<file path="config.mk">
export PLATFORM = sky130hd
export DESIGN_NAME = seven_seg_scan_driver_flat
export DESIGN_NICKNAME = d
export VERILOG_FILES = /design/src/rtl/seven_seg_scan_driver_if.sv /design/src/rtl/seven_seg_scan_driver.sv /design/src/flat_wrapper.sv
export SDC_FILE = /design/constraint.sdc
export NUM_CORES = 1
export LEC_CHECK = 0
export BUFFER_PORTS_ARGS = -buffer_cell sky130_fd_sc_hd__buf_2
export CAP_MARGIN = 20
export CORE_MARGIN = 2
export CORE_UTILIZATION = 46
export DETAILED_ROUTE_END_ITERATION = 16
export GPL_TIMING_DRIVEN = 0
export HOLD_SLACK_MARGIN = 0.12
export PLACE_DENSITY = 0.67
export SLEW_MARGIN = 20
export SYNTH_ARGS = -nofsm -noshare
export SYNTH_HDL_FRONTEND = slang
export SYNTH_SLANG_ARGS = --single-unit
</file>
<file path="constraint.sdc">
create_clock -name clk -period 6.8 [get_ports clk]
set_clock_uncertainty 0.15 [all_clocks]
set_input_delay 1.36 -clock clk [delete_from_list [all_inputs] [get_ports clk]]
set_output_delay 1.36 -clock clk [all_outputs]
set_load 0.02 [all_outputs]
</file>
<file path="src/rtl/seven_seg_scan_driver_if.sv">
// Display-side bundle for the seven-segment scan driver: value/control from the
// datapath and the multiplexed segment/anode pins back out.
interface seven_seg_scan_driver_if #(
    parameter int NUM_DIGITS = 4
);
    logic [4*NUM_DIGITS-1:0] value;
    logic [NUM_DIGITS-1:0]   dp_in;
    logic                    load;
    logic                    hex_mode;
    logic                    blank_lz;
    logic [6:0]              seg;
    logic                    dp;
    logic [NUM_DIGITS-1:0]   an;
    logic                    frame_done;

    modport master (
        output value, dp_in, load, hex_mode, blank_lz,
        input  seg, dp, an, frame_done
    );

    modport slave (
        input  value, dp_in, load, hex_mode, blank_lz,
        output seg, dp, an, frame_done
    );
endinterface

</file>
<file path="src/rtl/seven_seg_scan_driver.sv">
// Time-multiplexed seven-segment driver: prescaled digit scan, BCD/hex decode,
// leading-zero blanking, anode dead time and frame-aligned double buffering.
module seven_seg_scan_driver #(
    parameter int NUM_DIGITS     = 4,
    parameter int REFRESH_DIV    = 50000,
    parameter int DEAD_CYCLES    = 16,
    parameter int SEG_ACTIVE_LOW = 1,
    parameter int AN_ACTIVE_LOW  = 1
) (
    input logic                   clk,
    input logic                   rst_n,
    seven_seg_scan_driver_if.slave bus
);
    localparam int CNT_W = (REFRESH_DIV > 1) ? $clog2(REFRESH_DIV) : 1;
    localparam int IDX_W = (NUM_DIGITS > 1) ? $clog2(NUM_DIGITS) : 1;
    localparam int VAL_W = 4 * NUM_DIGITS;

    localparam logic [CNT_W-1:0]      CNT_LAST = CNT_W'(REFRESH_DIV - 1);
    localparam logic [CNT_W-1:0]      DEAD_END = CNT_W'(DEAD_CYCLES);
    localparam logic [IDX_W-1:0]      IDX_LAST = IDX_W'(NUM_DIGITS - 1);
    localparam logic [6:0]            SEG_OFF  = (SEG_ACTIVE_LOW != 0) ? 7'h7F : 7'h00;
    localparam logic                  DP_OFF   = (SEG_ACTIVE_LOW != 0);
    localparam logic [NUM_DIGITS-1:0] AN_OFF   = (AN_ACTIVE_LOW != 0) ? {NUM_DIGITS{1'b1}}
                                                                      : {NUM_DIGITS{1'b0}};

    function automatic logic [6:0] decode(input logic [3:0] nib, input logic hex);
        logic [6:0] s;
        case (nib)
            4'h0:    s = 7'h3F;
            4'h1:    s = 7'h06;
            4'h2:    s = 7'h5B;
            4'h3:    s = 7'h4F;
            4'h4:    s = 7'h66;
            4'h5:    s = 7'h6D;
            4'h6:    s = 7'h7D;
            4'h7:    s = 7'h07;
            4'h8:    s = 7'h7F;
            4'h9:    s = 7'h6F;
            4'hA:    s = 7'h77;
            4'hB:    s = 7'h7C;
            4'hC:    s = 7'h39;
            4'hD:    s = 7'h5E;
            4'hE:    s = 7'h79;
            default: s = 7'h71;
        endcase
        // In BCD mode anything above 9 is a data error; show a lone dash.
        if (!hex && nib > 4'd9) s = 7'h40;
        return s;
    endfunction

    logic [CNT_W-1:0]      presc;
    logic [IDX_W-1:0]      idx;
    logic                  tick;
    logic                  frame_edge;
    logic [VAL_W-1:0]      pend_val;
    logic [VAL_W-1:0]      act_val;
    logic [NUM_DIGITS-1:0] pend_dp;
    logic [NUM_DIGITS-1:0] act_dp;
    logic                  pend_flag;
    logic [NUM_DIGITS-1:0] zero_tail;
    logic [3:0]            cur_nib;
    logic                  blank;
    logic [6:0]            seg_raw;
    logic [NUM_DIGITS-1:0] an_raw;
    logic [6:0]            seg_q;
    logic                  dp_q;
    logic [NUM_DIGITS-1:0] an_q;

    assign tick       = (presc == CNT_LAST);
    assign frame_edge = tick && (idx == IDX_LAST);

    always_ff @(posedge clk or negedge rst_n) begin
        if (!rst_n) begin
            presc <= '0;
            idx   <= '0;
        end else begin
            presc <= tick ? '0 : presc + 1'b1;
            if (tick) idx <= (idx == IDX_LAST) ? '0 : idx + 1'b1;
        end
    end

    // Active only changes on the frame edge, so a scan never mixes two values.
    always_ff @(posedge clk or negedge rst_n) begin
        if (!rst_n) begin
            pend_val  <= '0;
            pend_dp   <= '0;
            act_val   <= '0;
            act_dp    <= '0;
            pend_flag <= 1'b0;
        end else if (frame_edge) begin
            if (bus.load) begin
                act_val <= bus.value;
                act_dp  <= bus.dp_in;
            end else if (pend_flag) begin
                act_val <= pend_val;
                act_dp  <= pend_dp;
            end
            pend_flag <= 1'b0;
        end else if (bus.load) begin
            pend_val  <= bus.value;
            pend_dp   <= bus.dp_in;
            pend_flag <= 1'b1;
        end
    end

    // zero_tail[k] is set when nibble k and every nibble above it are zero.
    always_comb begin
        zero_tail = '0;
        zero_tail[NUM_DIGITS-1] = (act_val[VAL_W-1 -: 4] == 4'h0);
        for (int k = NUM_DIGITS - 2; k >= 0; k--) begin
            zero_tail[k] = (act_val[4*k +: 4] == 4'h0) && zero_tail[k+1];
        end
    end

    always_comb begin
        cur_nib = act_val[{idx, 2'b00} +: 4];
        blank   = bus.blank_lz && (idx != '0) && zero_tail[idx];
        seg_raw = blank ? 7'h00 : decode(cur_nib, bus.hex_mode);
        an_raw  = (presc < DEAD_END) ? '0 : (NUM_DIGITS'(1) << idx);
    end

    // Output stage: one register between the scan state and the pins.
    always_ff @(posedge clk or negedge rst_n) begin
        if (!rst_n) begin
            seg_q <= SEG_OFF;
            dp_q  <= DP_OFF;
            an_q  <= AN_OFF;
        end else begin
            seg_q <= seg_raw ^ SEG_OFF;
            dp_q  <= act_dp[idx] ^ DP_OFF;
            an_q  <= an_raw ^ AN_OFF;
        end
    end

    assign bus.seg        = seg_q;
    assign bus.dp         = dp_q;
    assign bus.an         = an_q;
    assign bus.frame_done = frame_edge;
endmodule

</file>
<file path="src/flat_wrapper.sv">
// flat-port wrapper written by rule: the top's interface ports become plain ports
module seven_seg_scan_driver_flat 
#(
    parameter int NUM_DIGITS     = 4,
    parameter int REFRESH_DIV    = 50000,
    parameter int DEAD_CYCLES    = 16,
    parameter int SEG_ACTIVE_LOW = 1,
    parameter int AN_ACTIVE_LOW  = 1
)
  (clk, rst_n, bus_value, bus_dp_in, bus_load, bus_hex_mode, bus_blank_lz, bus_seg, bus_dp, bus_an, bus_frame_done);
  seven_seg_scan_driver_if #(.NUM_DIGITS(NUM_DIGITS)) bus_i ();
  input logic clk;
  input logic rst_n;
  input wire logic [$bits(bus_i.value)-1:0] bus_value;
  input wire logic [$bits(bus_i.dp_in)-1:0] bus_dp_in;
  input wire logic [$bits(bus_i.load)-1:0] bus_load;
  input wire logic [$bits(bus_i.hex_mode)-1:0] bus_hex_mode;
  input wire logic [$bits(bus_i.blank_lz)-1:0] bus_blank_lz;
  output wire logic [$bits(bus_i.seg)-1:0] bus_seg;
  output wire logic [$bits(bus_i.dp)-1:0] bus_dp;
  output wire logic [$bits(bus_i.an)-1:0] bus_an;
  output wire logic [$bits(bus_i.frame_done)-1:0] bus_frame_done;
  assign bus_i.value = bus_value;
  assign bus_i.dp_in = bus_dp_in;
  assign bus_i.load = bus_load;
  assign bus_i.hex_mode = bus_hex_mode;
  assign bus_i.blank_lz = bus_blank_lz;
  assign bus_seg = bus_i.seg;
  assign bus_dp = bus_i.dp;
  assign bus_an = bus_i.an;
  assign bus_frame_done = bus_i.frame_done;
  seven_seg_scan_driver #(.NUM_DIGITS(NUM_DIGITS), .REFRESH_DIV(REFRESH_DIV), .DEAD_CYCLES(DEAD_CYCLES), .SEG_ACTIVE_LOW(SEG_ACTIVE_LOW), .AN_ACTIVE_LOW(AN_ACTIVE_LOW)) u_core (.clk(clk), .rst_n(rst_n), .bus(bus_i));
endmodule
</file>
# Word-level counts from Yosys, hierarchy flattened
# Memories as Yosys holds them, arrays and structs flattened.
# Cells that the tools add are included.
dict set report word_totals {
  regBits 71
  latch_bits 0
  ramBits 0
  mem_bits_ro 112
  wordCells 56
  mem_count 1
}
# name depth width rd rd_clocked_by_memory_dff wr line
set mem_list {}
lappend mem_list {{(name not given)} 16 7 1 0 0 seven_seg_scan_driver.sv:28} ;# case (nib)
dict set report op_classes {
  n_addsub 2
  n_mul 0
  n_div 0
  magnitude_cmp 3
  n_eq_ne 2
  shifts 2
  n_mux 15
  bitwise 4
  reduce_logical 17
}
# op n
set op_table {}
lappend op_table {{$mux W16} 3}
lappend op_table {{$add A16 B1 Y16 const B} 1}
lappend op_table {{$eq A16 B16 Y1 const B} 1}
lappend op_table {{$logic_not A4 Y1} 4}
lappend op_table {{$lt A16 B5 Y1 const B} 1}
lappend op_table {{$shiftx A16 B5 Y4} 1}
lappend op_table {{$mux W7} 2}
lappend op_table {{$mux W4} 3}
lappend op_table {{$logic_and A1 B1 Y1} 7}
lappend op_table {{$not A7 Y7} 1}
lappend op_table {{$reduce_bool A2 Y1} 3}
lappend op_table {{$bmux W1 S2} 2}
lappend op_table {{$gt A4 B4 Y1 const B} 1}
lappend op_table {{$mux W1} 4}
lappend op_table {{$not A4 Y4} 1}
lappend op_table {{$reduce_and A2 Y1} 2}
lappend op_table {{$shl A1 B2 Y4 const A} 1}
lappend op_table {{$lt A2 B3 Y1 const B} 1}
lappend op_table {{$add A2 B1 Y2 const B} 1}
lappend op_table {{$eq A2 B2 Y1 const B} 1}
lappend op_table {{$mux W2} 1}
lappend op_table {{$not A1 Y1} 2}
lappend op_table {{$logic_not A1 Y1} 1}

# Longest topological paths before layout
dict set report depth {
  ltp_word 9
  ltp_mapped 9
  depth_no_buf 7
}

# Worst setup path after synthesis
# OpenSTA, ideal clock, no wires.
dict set report synth_path {
  path_type {register -> output}
  from {register u_core.presc[12]}
  to {output bus_frame_done}
  t_arrival_ns 1.414
  t_required_ns 5.290
  setup_slack_ns 3.876
  stages_incl_launch_ff 4
  n_path_buf 0
  path_cell_list {dfrtp_1 -> or4_4 -> nor4_4 -> and3_2}
}
dict set report synth_via {
  elab_chain_cells 2
}
# item line
set synth_rtl {}
lappend synth_rtl {{start: declaration} seven_seg_scan_driver.sv:51} ;# logic [CNT_W-1:0] presc;
lappend synth_rtl {{start signal: assignment} seven_seg_scan_driver.sv:77} ;# presc <= tick ? '0 : presc + 1'b1;
lappend synth_rtl {{$eq A16 B16 Y1} seven_seg_scan_driver.sv:69} ;# assign tick = (presc == CNT_LAST);
lappend synth_rtl {{$logic_and A1 B1 Y1} seven_seg_scan_driver.sv:70} ;# assign frame_edge = tick && (idx == IDX_LAST);
lappend synth_rtl {{end: declaration} flat_wrapper.sv:22} ;# output wire logic [$bits(bus_i.frame_done)-1:0] bus_frame_done;
# No other way between the ends.

# Worst setup path in the final report
# Ends and elaborated chain as after synthesis.

==> summary.md <==
| Metric | Value |
|---|---|
| Run status | `finished clean` |
| Pin count of the biggest net entering global routing | `46` |
| Area post-placement | `3978 um^2` |
| Pin slew with the least headroom to its limit | `0.7420 ns` |
| Placement Setup Slack | `3.645 ns` |
| DRC violation count after routing | `0` |
| Setup TNS | `0 ns` |
| Clock sink count | `71` |
| Net Count, Synth | `353` |
| Clock tree from TritonCTS | `built` |
| Area of the core | `7687 um^2` |
| Most frequent cells in the layout | `59 x sky130_fd_sc_hd__dfrtp_1, 41 x sky130_fd_sc_hd__nor2_1, 37 x sky130_fd_sc_hd__buf_2` |
| Fill cells | `706` |
| Type of destination of the critical path | `output port` |
| Buffer levels on the longest clock path | `2` |
| H-tree lvl count | `3` |
| Switch share | `23.61%` |
| Number of enable-type register cells in the synthesized netlist | `0` |
| Number of nets at the end of the flow | `401` |
| Total iterations of the first detailed-routing run | `4` |
| Post-layout min period | `3.527 ns` |
| Clock Power Share | `37.3%` |
| Remaining Overflow, GRT | `0` |
| Hold Buf Count CTS | `0` |
| Final wirelength | `6692 um` |
| Share of total power in combinational logic | `6.6%` |
| Final worst slack | `3.273 ns` |
| Normalized max-slew margin | `50.53%` |
| Die height | `92.95 um` |
| Worst-path fanout max | `5` |
| Max-capacitance violation count | `0` |
| Unrepaired setup endpoints after global routing | `no` |
| Share of the yosys chip area belonging to registers | `49.23%` |
| Final design instance area without fill | `4141 um^2` |
| First-pass GRT wire length | `11560 um` |
| Maximum operating frequency | `283.5 MHz` |
| Clk Latency, worst-skew pair | `0.34 ns` |
| Layout cells sized above 1 | `34.42%` |
| DR vias | `2471` |
| Std-Cell Rows | `32` |
| PD cells | `189.0 nW/um^2` |
| Sequential power share | `56.1%` |
| Worst IR drop on VDD | `103.7 uV` |
| Leading cell type in the layout, fill and taps excluded | `sky130_fd_sc_hd__dfrtp_1` |
| Die Wd | `92.95 um` |
| WP data arrival | `2.02 ns` |
| Warning count from the yosys run | `0` |
| Count of placed standard cells including taps | `456` |
| Final core utilization | `53.87%` |
| Non-filler cells, final | `471` |
| Routed length per placed instance | `14.21 um` |
| Antenna violations before repair | `0` |
| Vias/cell | `5.246` |
| Post-CTS Repair Setup Buffers | `0` |
| Via count of the first global-routing pass | `2504` |
| Routability congestion estimate | `0.8569` |
| Post-synth top flop | `sky130_fd_sc_hd__dfrtp_1` |
| Die area | `8640 um^2` |
| Global Route Usage Sum | `17.29%` |
| Int Power | `0.0005979 W` |
| Area delta synth->final | `13.78%` |
| Asr flop ratio synth | `100.0%` |
| Psw | `0.0001848 W` |
| Kind of start point of the critical path | `register` |
| Worst setup path class | `reg -> out` |
| Initial cell density of the core | `47.35%` |
| Number of design-rule violations left by the first detailed-router iteration | `158` |
| Number of nets with antenna violations after routing | `0` |
| HP Class | `reg -> reg` |
| Worst endpoint required time | `5.29 ns` |
| Final setup violation count | `0` |
| Clock Tree Root | `sky130_fd_sc_hd__clkbuf_8` |
| Count of unique library cells instantiated by Yosys | `44` |
| Post-synthesis sequential element count | `71` |
| Cell area after synthesis | `3640 um^2` |
| Total leakage power | `1.845 nW` |
| Period Utilization, post-route | `51.87%` |
| Clock buffers created by TritonCTS | `9` |
| Synth Area per Inst | `11.48 um^2` |
| Detailed Place HPWL | `4853 um` |
| Resized Gates After CTS | `0` |
| Number of I/O pins | `38` |
| Total count of max-transition violations in the final report | `0` |
| Post-Synthesis Cells | `317` |
| Final Hold Vio Count | `0` |
| Clock-pin slew reported for the worst setup and hold paths after clock tree synthesis | `0.07 ns` |
| # port buffers | `36` |
| # diodes | `0` |
[sequential cells by signal, summed over array words and instances, names as in the netlist]
register	count
u_core.act_val	16
u_core.pend_val	16
u_core.presc	16
u_core.bus.seg	7
u_core.act_dp	4
u_core.bus.an	4
u_core.pend_dp	4
u_core.idx	2
u_core.bus.dp	1
u_core.pend_flag	1
[metrics by stage]
stage	power, W	hold WS [ns]
after floorplan	0.0004758	0.2938
after global placement	0.0004963	0.3140
after detailed placement	0.0005006	0.3247
after CTS	0.0007936	0.3398
after global routing	0.0008159	0.3601
final	0.0007827	0.3322
[final cells by class]
class                      instances  area, um^2  area share [%]
clock buffer                      11       141.4           3.414
clock inverter                     4       22.52          0.5438
timing repair buffer              37       210.2           5.076
tap                              102       127.6           3.082
inverter                           7       26.28          0.6344
multi-input combinational        224        1694           40.91
buffer                            15       127.6           3.082
sequential                        71        1792           43.26
[critical path, cell delays in order, from the launching register on]
cell and delay [ns]:
sky130_fd_sc_hd__dfrtp_1 0.42, sky130_fd_sc_hd__or4_4 0.56, sky130_fd_sc_hd__nor4_4 0.27, sky130_fd_sc_hd__and3_2 0.26, sky130_fd_sc_hd__buf_2 0.16
[cell families after synthesis]
family,Yosys count,share of synthesized area (%)
AND/OR/NAND/NOR,105,14.23
buffers and inverters,22,4.228
adder cells (fa/ha/maj),11,3.781
multiplexers,51,16.26
XOR/XNOR,15,3.609
AO/OA/AOI/OAI,42,8.663
flip-flops,71,49.23
[power by group through the flow]
| stage | Clock (W) | Combinational, W | Sequential [W] |
|---|---|---|---|
| detailed placement | 0 | 0.0000532 | 0.000447 |
| global placement | 0 | 0.0000496 | 0.000447 |
| global route | 0.000317 | 0.0000577 | 0.000441 |
| floorplan | 0 | 0.0000296 | 0.000446 |
| CTS | 0.000301 | 0.0000531 | 0.000439 |
| finish | 0.000292 | 0.0000513 | 0.000439 |
[metal layers]
layer	routed length, um	global-route usage (%)
met1	3208	22.87
met2	3113	26.87
met3	275	3.499
met4	94	9.069
met5	0	0
[synth_stat cells, types with 2 or more instances]
| cell | number | area share [%] |
|---|---|---|
| sky130_fd_sc_hd__a21oi_1 | 7 | 0.96 |
| sky130_fd_sc_hd__nor3_1 | 5 | 0.69 |
| sky130_fd_sc_hd__mux4_2 | 3 | 1.9 |
| sky130_fd_sc_hd__or3_1 | 2 | 0.34 |
| sky130_fd_sc_hd__a21oi_2 | 20 | 4.8 |
| sky130_fd_sc_hd__nor4_1 | 6 | 1.0 |
| sky130_fd_sc_hd__buf_8 | 2 | 0.83 |
| sky130_fd_sc_hd__clkbuf_1 | 4 | 0.41 |
| sky130_fd_sc_hd__nor2_1 | 41 | 4.2 |
| sky130_fd_sc_hd__and3_1 | 3 | 0.52 |
| sky130_fd_sc_hd__buf_2 | 2 | 0.28 |
| sky130_fd_sc_hd__dfstp_2 | 12 | 8.7 |
| sky130_fd_sc_hd__nand4_1 | 4 | 0.69 |
| sky130_fd_sc_hd__mux2i_1 | 22 | 6.1 |
| sky130_fd_sc_hd__xor2_1 | 10 | 2.4 |
| sky130_fd_sc_hd__dfrtp_1 | 59 | 41 |
| sky130_fd_sc_hd__nand3b_1 | 3 | 0.62 |
| sky130_fd_sc_hd__o21ai_0 | 6 | 0.83 |
| sky130_fd_sc_hd__nand2_1 | 18 | 1.9 |
| sky130_fd_sc_hd__nand3_1 | 14 | 1.9 |
| sky130_fd_sc_hd__clkbuf_8 | 2 | 0.76 |
| sky130_fd_sc_hd__inv_1 | 6 | 0.62 |
| sky130_fd_sc_hd__o211ai_1 | 3 | 0.62 |
| sky130_fd_sc_hd__mux2_2 | 25 | 7.7 |
| sky130_fd_sc_hd__buf_6 | 3 | 0.93 |
| sky130_fd_sc_hd__xnor2_1 | 5 | 1.2 |
| sky130_fd_sc_hd__o311ai_0 | 3 | 0.72 |
| sky130_fd_sc_hd__ha_1 | 11 | 3.8 |
[final timing paths]
| check | from | end | slack (ns) | depth (start not counted) |
|---|---|---|---|---|
| max in group asynchronous | rst_n | u_core.bus.dp | 5.14 | 2 |
| min in group asynchronous | rst_n | u_core.presc[5] | 0.77 | 1 |
| worst max-delay path | u_core.presc[12] | bus_frame_done | 3.27 | 4 |
| worst min-delay path | u_core.presc[0] | u_core.presc[0] | 0.33 | 1 |
| worst min register to register | u_core.presc[0] | u_core.presc[0] | 0.33 | 1 |
| worst max register to register | u_core.idx[1] | u_core.bus.seg[3] | 3.88 | 8 |
No activity file was read; power rests on OpenSTA's default activity.
